File: config.mk
export PLATFORM = sky130hd
export DESIGN_NAME = md_arbiter
export DESIGN_NICKNAME = d
export VERILOG_FILES = /design/src/rtl/md_pkg.sv /design/src/rtl/rr_arb2.sv /design/src/rtl/md_arbiter.sv
export SDC_FILE = /design/constraint.sdc
export NUM_CORES = 1
export LEC_CHECK = 0
export CORE_MARGIN = 4
export CORE_UTILIZATION = 43
export DETAILED_ROUTE_END_ITERATION = 10
export PLACE_DENSITY = 0.81
export SYNTH_ARGS = -nofsm -noshare
export SYNTH_HDL_FRONTEND = slang
export SYNTH_HIERARCHICAL = 1
export SYNTH_SLANG_ARGS = --single-unit
File: constraint.sdc
create_clock -name clk -period 6.5 [get_ports clk]
set_input_delay 1.3 -clock clk [delete_from_list [all_inputs] [get_ports clk]]
set_output_delay 1.3 -clock clk [all_outputs]
set_load 0.01 [all_outputs]
File: src/rtl/md_pkg.sv
// ---------------------------------------------------------------------------
// md_pkg
// Shared definitions for the MD (multiply/divide) arbiter slice.
//   - MD_type bit indices: an MD operation is encoded one-hot, bit i set
//     selects operation i (MUL .. REMU).
//   - FSM state encoding used by md_arbiter.
//   - Default abort limit for the optional BUSY timeout
//     (feature enabled by the MD_ARB_TIMEOUT_EN macro in md_arbiter).
// ---------------------------------------------------------------------------
package md_pkg;

  localparam int MUL    = 0;
  localparam int MULH   = 1;
  localparam int MULHSU = 2;
  localparam int MULHU  = 3;
  localparam int DIV    = 4;
  localparam int DIVU   = 5;
  localparam int REM    = 6;
  localparam int REMU   = 7;

  localparam int MD_TYPE_W = REMU + 1;

  localparam int MD_TIMEOUT_DEFAULT = 64;

  typedef enum logic [1:0] {
    ST_IDLE = 2'd0,
    ST_BUSY = 2'd1,
    ST_RESP = 2'd2
  } md_state_e;

  // An operation is only meaningful to the MD unit when exactly one
  // MD_type bit is set; anything else is answered locally as an error.
  function automatic logic md_is_legal(input logic [MD_TYPE_W-1:0] op);
    return ($countones(op) == 1);
  endfunction

endpackage

File: src/rtl/rr_arb2.sv
// ---------------------------------------------------------------------------
// rr_arb2
// Two-way round-robin grant logic (purely combinational).
// Ports:
//   req   [1:0]  request bits, bit i = requester i
//   ptr          last-served requester
//   grant [1:0]  one-hot winner, or zero when nobody requests
// A lone request always wins; when both request, the requester that was
// NOT served last wins, so neither side can starve the other.
// ---------------------------------------------------------------------------
module rr_arb2 (
  input  logic [1:0] req,
  input  logic       ptr,
  output logic [1:0] grant
);

  // Pick the winner; on a tie the pointer names the loser.
  always_comb begin
    grant = 2'b00;
    case (req)
      2'b01:   grant = 2'b01;
      2'b10:   grant = 2'b10;
      2'b11:   grant = ptr ? 2'b01 : 2'b10;
      default: grant = 2'b00;
    endcase
  end

endmodule

File: src/rtl/md_arbiter.sv
// ---------------------------------------------------------------------------
// md_arbiter
// Shares one MD (multiply/divide) unit between two requesters. One request
// is accepted at a time, forwarded to the MD unit, and the result is held
// for the owning requester until it is consumed.
//
// Parameters:
//   TIMEOUT      max BUSY cycles before abort (only with MD_ARB_TIMEOUT_EN)
// Configuration macro:
//   MD_ARB_TIMEOUT_EN  when defined, a stuck MD unit (md_pending held high
//                      for TIMEOUT BUSY cycles) is aborted with an error
//                      response of all ones. When undefined, BUSY waits
//                      indefinitely.
// Ports:
//   clk, rst_n                  clock, synchronous active-low reset
//   req_valid[1:0]              request strobes
//   req_op0/1, req_x0/1, req_y0/1  one-hot op and operands per requester
//   req_ready[1:0]              combinational grant (IDLE only)
//   rsp_valid[1:0], rsp_data, rsp_err, rsp_ready[1:0]  response handshake
//   md_type, md_x, md_y         command to the shared MD unit
//   md_out, md_pending          result / busy flag from the MD unit
// ---------------------------------------------------------------------------
module md_arbiter
  import md_pkg::*;
#(
  parameter int TIMEOUT = MD_TIMEOUT_DEFAULT
) (
  input  logic        clk,
  input  logic        rst_n,
  input  logic [1:0]  req_valid,
  input  logic [7:0]  req_op0,
  input  logic [7:0]  req_op1,
  input  logic [31:0] req_x0,
  input  logic [31:0] req_y0,
  input  logic [31:0] req_x1,
  input  logic [31:0] req_y1,
  output logic [1:0]  req_ready,
  output logic [1:0]  rsp_valid,
  output logic [31:0] rsp_data,
  output logic        rsp_err,
  input  logic [1:0]  rsp_ready,
  output logic [7:0]  md_type,
  output logic [31:0] md_x,
  output logic [31:0] md_y,
  input  logic [31:0] md_out,
  input  logic        md_pending
);

  // A zero limit would abort before the MD unit ever sees the command.
  if (TIMEOUT < 1) begin : g_bad_timeout
    $error("md_arbiter: TIMEOUT must be at least 1");
  end

  md_state_e   state_q, state_d;
  logic        ptr_q, ptr_d;
  logic        owner_q, owner_d;
  logic [7:0]  op_q, op_d;
  logic [31:0] x_q, x_d;
  logic [31:0] y_q, y_d;
  logic [31:0] res_q, res_d;
  logic        err_q, err_d;

`ifdef MD_ARB_TIMEOUT_EN
  localparam int CNT_W = $clog2(TIMEOUT + 1);
  logic [CNT_W-1:0] cnt_q, cnt_d;
`endif

  logic [1:0]  grant;
  logic        accept;
  logic [7:0]  sel_op;
  logic [31:0] sel_x;
  logic [31:0] sel_y;

  rr_arb2 u_rr_arb2 (
    .req   (req_valid),
    .ptr   (ptr_q),
    .grant (grant)
  );

  // The grant is only offered while idle, so requests arriving during
  // BUSY/RESP are simply ignored rather than queued.
  always_comb begin
    req_ready = (state_q == ST_IDLE) ? grant : 2'b00;
    accept    = |(req_valid & req_ready);
    sel_op    = grant[1] ? req_op1 : req_op0;
    sel_x     = grant[1] ? req_x1  : req_x0;
    sel_y     = grant[1] ? req_y1  : req_y0;
  end

  // Next-state logic for the IDLE -> BUSY -> RESP -> IDLE cycle. Illegal
  // ops skip BUSY entirely and are answered with an error straight away.
  always_comb begin
    state_d = state_q;
    ptr_d   = ptr_q;
    owner_d = owner_q;
    op_d    = op_q;
    x_d     = x_q;
    y_d     = y_q;
    res_d   = res_q;
    err_d   = err_q;
`ifdef MD_ARB_TIMEOUT_EN
    cnt_d   = cnt_q;
`endif
    case (state_q)
      ST_IDLE: begin
        if (accept) begin
          owner_d = grant[1];
          op_d    = sel_op;
          x_d     = sel_x;
          y_d     = sel_y;
`ifdef MD_ARB_TIMEOUT_EN
          cnt_d   = '0;
`endif
          if (md_is_legal(sel_op)) begin
            state_d = ST_BUSY;
          end else begin
            state_d = ST_RESP;
            res_d   = 32'd0;
            err_d   = 1'b1;
          end
        end
      end
      ST_BUSY: begin
        // A finished MD unit takes priority over the abort limit.
        if (!md_pending) begin
          state_d = ST_RESP;
          res_d   = md_out;
          err_d   = 1'b0;
        end
`ifdef MD_ARB_TIMEOUT_EN
        else if (cnt_q == CNT_W'(TIMEOUT - 1)) begin
          state_d = ST_RESP;
          res_d   = 32'hFFFF_FFFF;
          err_d   = 1'b1;
        end else begin
          cnt_d = cnt_q + CNT_W'(1);
        end
`endif
      end
      ST_RESP: begin
        // Only the owner's rsp_ready closes the transaction.
        if (rsp_ready[owner_q]) begin
          state_d = ST_IDLE;
          ptr_d   = owner_q;
        end
      end
      default: state_d = ST_IDLE;
    endcase
  end

  // State registers; reset abandons any operation in flight and makes
  // requester 0 the winner of the first tie.
  always_ff @(posedge clk) begin
    if (!rst_n) begin
      state_q <= ST_IDLE;
      ptr_q   <= 1'b1;
      owner_q <= 1'b0;
      op_q    <= 8'd0;
      x_q     <= 32'd0;
      y_q     <= 32'd0;
      res_q   <= 32'd0;
      err_q   <= 1'b0;
`ifdef MD_ARB_TIMEOUT_EN
      cnt_q   <= '0;
`endif
    end else begin
      state_q <= state_d;
      ptr_q   <= ptr_d;
      owner_q <= owner_d;
      op_q    <= op_d;
      x_q     <= x_d;
      y_q     <= y_d;
      res_q   <= res_d;
      err_q   <= err_d;
`ifdef MD_ARB_TIMEOUT_EN
      cnt_q   <= cnt_d;
`endif
    end
  end

  // Outputs are decoded straight from registers and forced to zero outside
  // the state where they carry meaning.
  always_comb begin
    md_type   = (state_q == ST_BUSY) ? op_q : 8'd0;
    md_x      = (state_q == ST_BUSY) ? x_q  : 32'd0;
    md_y      = (state_q == ST_BUSY) ? y_q  : 32'd0;
    rsp_valid = 2'b00;
    rsp_data  = 32'd0;
    rsp_err   = 1'b0;
    if (state_q == ST_RESP) begin
      rsp_valid = owner_q ? 2'b10 : 2'b01;
      rsp_data  = res_q;
      rsp_err   = err_q;
    end
  end

endmodule

==> results of run 1 <==
==> registers in the layout, summed over array words and instances (netlist names) <==
name and count:
res_q 32, y_q 32, op_q 8, state_q 2
owner_q 1, ptr_q 1, x_q 32, err_q 1
==> worst max path at each step <==
stage / depth (start not counted) / slack [ps] / from / endpoint
3_5_place_dp: 16 / 500 / req_valid[1] / res_q[1]
4_1_cts: 16 / 820 / req_valid[1] / res_q[16]
3_3_place_gp: 16 / 610 / req_valid[1] / res_q[8]
5_1_grt: 16 / 600 / req_valid[1] / res_q[12]
6_report: 16 / 800 / req_valid[1] / res_q[16]
2_1_floorplan: 17 / 1100 / req_valid[1] / res_q[12]
==> layout make-up <==
class	count	area (um2)
multi-input combinational	557	4070
tap	211	264
fill	1265	5380
sequential	109	2180
timing repair buffer	305	3030
antenna	1	2.50
clock buffer	11	253
clock inverter	2	35.0
inverter	12	45.0
==> cells by family (layout without fill, tap and decap cells) <==
family	Yosys count	count (layout)	synth area share [%]
AOI/OAI and AO/OA	255	255	25.3
and+or+nand+nor	222	222	21.9
DFF	109	109	32.4
buffers and inverters	107	330	7.80
muxes	73	73	10.9
adders and majority gates	7	7	1.74
other	0	1	0
==> worst max-delay path, delay by kind of cell <==
kind / cells / cell delay, ps
compound gates: 4 / 1230
fa+ha+maj: 5 / 1950
buf+inv: 6 / 1110
mux: 1 / 360
==> per-layer routing <==
metal | routed length [um] | part of all wire, %
met5 | 0 | 0
met4 | 614 | 2.7
met3 | 1720 | 7.5
met2 | 11000 | 49
met1 | 9390 | 41
==> through the flow <==
| stage | hold WS [ps] | setup slack, ps |
|---|---|---|
| floorplan | 485 | 1100 |
| global placement | 500 | 613 |
| detailed placement | 510 | 504 |
| CTS | 519 | 824 |
| global route | 541 | 596 |
| finish | 517 | 803 |
==> power by group through the flow <==
stage | clock network, mW | logic (mW) | registers [mW]
2_1_floorplan | 0 | 0.818 | 0.879
3_3_place_gp | 0 | 1.12 | 0.903
3_5_place_dp | 0 | 1.15 | 0.908
4_1_cts | 0.566 | 1.15 | 0.895
5_1_grt | 0.592 | 1.26 | 0.911
6_report | 0.555 | 1.15 | 0.896
==> placed cells by master (no fill, tap or decap), drive strengths merged, types with 2 or more instances in the layout <==
cell and n:
a211oi 70, a21boi 2, a21oi 75, and2 139, and4bb 3, buf 15
clkbuf 11, clkdlybuf4s50 290, dfxtp 109, fa 4, ha 3, inv 12
mux2 4, mux2i 69, nand2 2, nand2b 2, nand3 33, nor3 6
nor4 3, nor4bb 29, o2111a 2, o2111ai 33, o211ai 33, o21ai 35
==> qor.yml, run 1 <==
global_route:
  grt_start_max_net_pins: 101
  grt.total_usage_pct: 24.5
  grtUsageMet3_pct: 5.59
  grt_pass1_wl_um: 35500
  busiest_layer: "met2"
  grt_overflow: 0
  use_met2_pct: 40.7
  grtUsageMet1_pct: 31.2
  antenna_found_initial: 1
  grt_pass1_vias: 6482
setup_path:
  r2r-start: "ptr_q"
  critPathKind: "in2reg"
  cp.arrival_ps: 5970
  rrSetupSlack_ps: 1970
  end_kind: "register"
  crit_path_cell_trace: "clkdlybuf4s50_1 > a21boi_4 > mux2i_1 > fa_1 > inv_1 > fa_1 > inv_1 > fa_1 > inv_1 > ha_1 > inv_1 > fa_1 > a211oi_2 > o21ai_2 > buf_12 > o211ai_1"
  r2r_end: "res_q[16]"
  cp-start-kind: "input pin"
  cp_max_fo: 19
  reg2regPathDepth: 15
  required_ps: 6770
  cpMaxStageDelayCell: "clkdlybuf4s50_1"
  cp_slowest_stage_delay_ps: 550
floorplanning:
  initial_utilization_pct: 44.2
  num_rows: 45
  io_pins: 292
  core_mm2: 0.0153
  die_h_um: 133
  dieArea_mm2: 0.0177
  die_w_um: 133
timing:
  slew_violations: 0
  hold_viol: 0
  skew_ps: 6.97
  period_share_pct: 87.6
  finalSetupViolCount: 0
  fin_crit_ps: 5700
  worstMarginPinSlew_ps: 1040
  fin_setup_tns_ps: 0
  fmax_mhz: 176
  timing.slew.headroom_pct: 30.5
  rsz0062_at_grt: "no"
flow_run:
  drv_cap: 0
power_and_ir_drop:
  switchingPower_mw: 1.01
  p_comb_share_pct: 44.2
  powerDensity_mw_per_mm2: 263
  p_leak_nw: 3.41
  seqPwrFrac_pct: 34.5
  intPower_mw: 1.59
  ir_drop_v: 0.000176
  sw_frac_of_total_pct: 38.9
  p_clk_share_pct: 21.3
  p_total_mw: 2.60
synthesis:
  synth_ff_type: "dfxtp_1"
  synth_top_cell_area_share_pct: 32.4
  yosysWarnings: 6
  ys_ff_latch: 109
  synth_cells: 773
  synth.distinct_cells: 41
  synthesis.area_mm2: 0.00674
  post-synth-top-count-cell: "and2_1"
  yosys.area.top_type: "dfxtp_1"
  synth.area.top_cells: "dfxtp_1, and2_1, mux2i_1"
  synth_edf_count: 0
  synth_commonest_cells: "and2_1, dfxtp_1, a21oi_1, a211oi_1, mux2i_1"
  syn_nets: 963
  synth.avg_cell_area_um2: 8.72
  synth-seq-area-share_pct: 32.4
  ys_async_sr_fraction_pct: 0
clocking:
  root_buffer: "clkbuf_16"
  cts_tree: "yes"
  cts_max_level: 3
  clk_pin_slew_ps: 70
  cts_inserted_buffers: 9
  cts_setup_buffers: 0
  clk_latency_ps: 350
  cts_resized: 0
  cts_sinks: 109
  cts_hold_buf: 0
  cts_buffer_depth: 2
place:
  placed_area_mm2: 0.00958
  place_congestion: 0.845
  dp.cells: 1194
  port_buffers: 291
  dp_hpwl_um: 15600
final_layout:
  final_area_mm2: 0.00987
  nets: 1184
  utilization_pct: 64.7
  layout-drive-gt1-share_pct: 4.72
  fin_cells: 1208
  area_growth_pct: 46.5
detailed_routing:
  drtAntennaViolNets: 0
  drt_iter0_drc: 552
  routedWlPerCell_um: 18.8
  firstDrtPassIters: 4
  drt-total-wl_um: 22800
  drc: 0
  vias: 6753
  via_per_inst: 5.59
status:
  status: "finished, final reports clean"
worst_hold_path:
  hold_end: "res_q[22]"
  hp-class: "reg2reg"
  hold_depth: 2
  min_from: "res_q[22]"
No activity file was read; power rests on OpenSTA's default activity.
==> run 2: changes to the inputs <==
==> constraint.sdc (replaced) <==
create_clock -name clk -period 6.5 [get_ports clk]
set_input_delay 1.3 -clock clk [delete_from_list [all_inputs] [get_ports clk]]
set_output_delay 1.3 -clock clk [all_outputs]
set_load 0.02 [all_outputs]
==> run 2 against run 1 <==
Die area did not move; clock skew increased by 5.3 ps; critical endpoint is now res_q[6]; setup slack better by 170 ps; combinational power hardly changed; maximum frequency increased by 3.0%.
==> qor.yml, run 2 (synthesis gave the netlist of run 1 again) <==
final_layout:
  regArea_mm2: 0.00218  # unchanged
  layout_common_cells: "clkdlybuf4s50_1, and2_1, dfxtp_1"
  fill_cells: 1303  # +3.0%
  area_growth_pct: 47.0
  layout-drive-gt1-share_pct: 5.01  # +0.29 points
  largestRegisters: "res_q x32, x_q x32, y_q x32"
  nets: 1184  # unchanged
  multi_input_area_mm2: 0.00407  # unchanged
  final_common_cell: "clkdlybuf4s50_1"
power_and_ir_drop:
  seqPwrFrac_pct: 33.2  # -1.3 points
  p_comb_share_pct: 43.9  # -0.3 points
  switchingPower_mw: 1.05  # +4.0%
  ir_drop_v: 0.000246  # +39%
  p_leak_nw: 3.42  # +0.29%
  p_clk_share_pct: 22.9  # +1.6 points
  sw_frac_of_total_pct: 39.4  # +0.56 points
  intPower_mw: 1.62  # +1.6%
  powerDensity_mw_per_mm2: 269  # +2.2%
flow_run:
  drv_cap: 0  # unchanged
detailed_routing:
  routedWlPerCell_um: 18.8  # -0.33%
  drc: 0  # unchanged
  drt_iter0_drc: 594  # +7.6%
  drtAntennaViolNets: 0  # unchanged
  vias: 6785  # +0.47%
  firstDrtPassIters: 4  # unchanged
  drt-total-wl_um: 22800  # about the same
  via_per_inst: 5.60  # +0.14%
clocking:
  cts_inserted_buffers: 9  # unchanged
  cts_sinks: 109  # unchanged
  cts_hold_buf: 0  # unchanged
  cts_setup_buffers: 0  # unchanged
  cts_resized: 0  # unchanged
  cts_buffer_depth: 2  # unchanged
  clk_pin_slew_ps: 70  # about the same
  cts_max_level: 3  # unchanged
  clk_latency_ps: 350  # about the same
  cts_tree: "yes"
  root_buffer: "clkbuf_16"
global_route:
  grt_pass1_vias: 6369  # -1.7%
  grt_overflow: 0  # unchanged
  grt_pass1_wl_um: 35900  # +1.1%
  grt_start_max_net_pins: 101  # unchanged
  antenna_found_initial: 2  # +1
  grt.total_usage_pct: 24.5  # about the same
floorplanning:
  die_h_um: 133  # unchanged
  dieArea_mm2: 0.0177  # unchanged
  die_w_um: 133  # unchanged
  core_mm2: 0.0153  # unchanged
  num_rows: 45  # unchanged
  initial_utilization_pct: 44.2  # unchanged
  io_pins: 292  # unchanged
setup_path:
  required_ps: 6710  # -60 ps
  end_kind: "register"
  r2r-start: "ptr_q"
  cp.arrival_ps: 5740  # -230 ps
  cp-start-kind: "input pin"
  rrSetupSlack_ps: 2130  # +160 ps
  endpoint: "res_q[6]"
  r2r_end: "res_q[6]"
  startpoint: "req_valid[1]"
  cp_max_fo: 33  # +14
  critPathKind: "in2reg"
  reg2regPathDepth: 15  # unchanged
timing:
  finalSetupViolCount: 0  # unchanged
  worstMarginPinSlew_ps: 984  # -58.7 ps
  slew_violations: 0  # unchanged
  skew_ps: 12.2  # +5.27 ps
  fmax_mhz: 181  # +3.0%
  fin_crit_ps: 5530  # -165 ps
  rsz0062_at_grt: "no"
  fin_setup_tns_ps: 0  # unchanged
  period_share_pct: 85.1  # -2.5 points
  hold_viol: 0  # unchanged
  holdWs_ps: 517  # +0.446 ps
  timing.slew.headroom_pct: 34.4  # +3.9 points
status:
  status: "finished, final reports clean"
place:
  port_buffers: 291  # unchanged
  place_congestion: 0.835  # -1.2%
  dp_hpwl_um: 15200  # -2.8%
worst_hold_path:
  hp-class: "reg2reg"
==> run 2: worst min-delay path by stage <==
stage | from | endpoint | slack [ps] | cells past startpoint
3_5_place_dp | res_q[4] | res_q[4] | 510 | 2
5_1_grt | op_q[3] | op_q[3] | 530 | 2
3_3_place_gp | res_q[13] | res_q[13] | 500 | 2
2_1_floorplan | res_q[31] | res_q[31] | 490 | 2
6_report | res_q[1] | res_q[1] | 520 | 2
4_1_cts | x_q[8] | x_q[8] | 520 | 2
==> run 2: cell type report <==
class | count | share of cell area (%)
Sequential cell | 109 | 22.0
Inverter | 12 | 0.455
Timing Repair Buffer | 305 | 30.4
Clock inverter | 6 | 0.947
Multi-Input combinational cell | 557 | 41.0
Clock buffer | 10 | 2.41
Tap cell | 211 | 2.66
Antenna cell | 2 | 0.0505
==> run 2: through the flow <==
stage / power [mW] / instance area, um2 / std cells / utilization, % / worst slack (ps)
2_1_floorplan: 1.72 / 6740 / 773 / - / 1100
3_3_place_gp: 2.04 / 9570 / 1194 / 62.7 / 743
3_5_place_dp: 2.06 / 9570 / 1194 / 62.7 / 636
4_1_cts: 2.67 / 9900 / 1210 / 64.9 / 967
5_1_grt: 2.83 / 9910 / 1212 / 64.9 / 713
6_report: 2.67 / 9910 / 1212 / 64.9 / 969
==> run 2: power groups by stage <==
stage | clock (mW) | sequential, mW | combinational, mW
6_report | 0.612 | 0.884 | 1.17
3_5_place_dp | 0 | 0.896 | 1.17
3_3_place_gp | 0 | 0.891 | 1.15
5_1_grt | 0.647 | 0.898 | 1.29
2_1_floorplan | 0 | 0.879 | 0.840
4_1_cts | 0.621 | 0.882 | 1.17
==> run 2: worst max-delay path, stage by stage <==
cell             delay, ps
clkdlybuf4s50_1        540
a21boi_4               410
mux2i_1                350
fa_1                   490
inv_1                   90
fa_1                   420
inv_1                   90
fa_1                   400
inv_1                   80
ha_1                   180
inv_1                   70
fa_1                   450
o211a_1                260
o21ai_2                 70
buf_4                  370
o211ai_1               160
==> run 2: per-layer routing <==
metal  track usage [%]  vias up  routed length [um]
met5                 0        -                   0
met4              5.60        0                 279
met3              6.27       18                1910
met2              39.6      245               11100
met1              33.0     3205                9510
li1                  -     3317                   -
==> RTL change, RTL diff (settings of run 2) <==
Encoding of `md_state_e`: now one-hot (3 bits for 3 states).
--- a/src/rtl/md_pkg.sv
+++ b/src/rtl/md_pkg.sv
@@ -24,6 +24,6 @@
 
-  typedef enum logic [1:0] {
-    ST_IDLE = 2'd0,
-    ST_BUSY = 2'd1,
-    ST_RESP = 2'd2
+  typedef enum logic [2:0] {
+    ST_IDLE = 3'b001,
+    ST_BUSY = 3'b010,
+    ST_RESP = 3'b100
   } md_state_e;
Check against the original RTL: same outputs for any inputs over 4 cycles, from zero or initial values and one cycle with rst_n low; so few cycles prove little.
==> RTL change against run 2 <==
- clock power rose by 5.6%
- sequential share of layout area rose by 1.9 points
- global-route usage fell by 2.7 points
- setup slack lost 0.020 ns
- sequential cell count up 1
- count of clock-buffer cells in the layout stayed put
- critical endpoint is now res_q[22]
- routed wire length shrank 23%
- via count decreased by 19%
- cell area is 7.1% lower
- total power shrank 18%
- synthesized cell count decreased by 13%
- synthesized area fell by 12%
==> RTL change: results (changes against run 2) <==
[outcome]
status = complete, no violations

[synth]
seq_area_frac_synth = 0.371  ; +0.0470
yosysUniqueCellTypes = 33  ; -20%
ys_top_cells_by_count = 139 x nand2_1, 110 x dfxtp_1, 108 x and2_1
synth-seq-cells = 110  ; +0.92%
syn_area_sq_um = 5940  ; -12%
syn_nets = 860  ; -11%
synthTopCellsByArea = dfxtp_1 37%, mux2i_1 12%, o211a_1 12%, and2_1 11%, nand2_1 8.8%
ys_async_sr_fraction = 0  ; unchanged

[final_layout]
fill_cells = 1112  ; -15%
nClkBuffers = 10  ; unchanged
nNonClkBuffers = 300  ; -1.6%
inv_count = 39  ; +27
drive_gt1_frac = 0.0334  ; -0.0166
buf_share = 0.324  ; +0.0196
post-route-cell-area_sq_um = 9200  ; -7.1%
fin_nets = 1113  ; -6.0%
multi_input_cells = 463  ; -17%
multi_input_area_share = 0.359  ; -0.0516
antennaDiodeCount = 0  ; -2
seqCellArea_sq_um = 2200  ; +0.80%
clkCellAreaFrac = 0.0386  ; +0.00503

[power_and_ir_drop]
irDropWorstVdd_mv = 0.211  ; -14%
p_leak_nw = 4.08  ; +19%
switching_share = 0.305  ; -0.0891

[grt]
grt_pass1_vias = 5428  ; -15%
track_usage = 0.218  ; -0.0270
antenna_found_initial = 0  ; -2
grt_max_degree = 86  ; -15%
grt_pass1_wl_um = 28000  ; -22%

[critical_path]
slowest_delay_ns = 0.56  ; +0.02 ns
critPathMaxFanout = 32  ; -3.0%
crit_family = adder cells
critPathSlowestCell = fa_1
arrival_ns = 5.80  ; +0.06 ns

[placement]
numPortBuffers = 291  ; unchanged
place_area_sq_um = 8850  ; -7.6%
dp_hpwl_um = 12900  ; -15%
gp_congestion = 0.759  ; -9.0%
dp_slack_ns = 0.533  ; -0.104 ns

[cts]
post_cts_buffers = 0  ; unchanged
insertion_delay_ns = 0.35  ; about the same
clk_pin_slew_ns = 0.07  ; about the same
postCtsHoldBufs = 0  ; unchanged
cts-buffers-inserted = 9  ; unchanged

[min_path]
min_path_type = flop to flop

[detailed_routing]
via_per_inst = 5.01  ; -11%
first_pass_iters = 4  ; unchanged
drt_iter0_drc = 328  ; -45%
wl_per_cell_um = 15.9  ; -15%

[timing]
worstMarginPinSlew_ns = 1.17  ; +0.190 ns
finalClockSkew_ns = 0.00582  ; -0.00642 ns

==> RTL change: routing by layer <==
metal  vias up  global-route usage  wire, um
met5         -                   0         0
met4         0              0.0472       177
met3        10               0.100      1830
met2       195               0.374      8610
met1      2534               0.249      6990
li1       2790                   -         -
==> RTL change: power by group through the flow <==
| stage | Combinational, mW | Clock (mW) | Sequential [mW] |
|---|---|---|---|
| floorplan | 0.491 | 0 | 0.865 |
| global placement | 0.655 | 0 | 0.883 |
| detailed placement | 0.665 | 0 | 0.887 |
| CTS | 0.666 | 0.664 | 0.872 |
| global route | 0.732 | 0.694 | 0.891 |
| finish | 0.657 | 0.646 | 0.872 |
==> RTL change: final timing paths <==
check | slack [ns] | startpoint | cells past startpoint | to
worst max-delay path | 0.95 | req_valid[1] | 15 | res_q[22]
worst min-delay path | 0.47 | err_q | 2 | err_q
worst max register to register | 2.05 | ptr_q | 14 | res_q[22]
worst min register to register | 0.47 | err_q | 2 | err_q
==> RTL change: stage by stage <==
step           std cells  hold WS [ns]
5_1_grt             1104         0.503
4_1_cts             1104         0.468
2_1_floorplan        670         0.432
6_report            1104         0.469
3_5_place_dp        1088         0.458
3_3_place_gp        1088         0.454
==> RTL change: cells by family after synthesis <==
family	after synthesis	synth area share
simple gates	263	0.221
fa+ha+maj	7	0.0198
compound gates	118	0.183
mux	75	0.127
flops	110	0.371
buf+inv	97	0.0788
==> RTL change: worst register-to-register path, stage by stage, from the launching register on <==
cell and delay (ns):
dfxtp_1 0.37, a21boi_4 0.32, mux2i_1 0.37, fa_1 0.49
fa_1 0.52, fa_1 0.41, inv_1 0.06, ha_1 0.16
inv_1 0.07, fa_1 0.56, nand4b_1 0.10, o21ai_1 0.30
o211ai_1 0.12, buf_4 0.29, o221ai_1 0.22
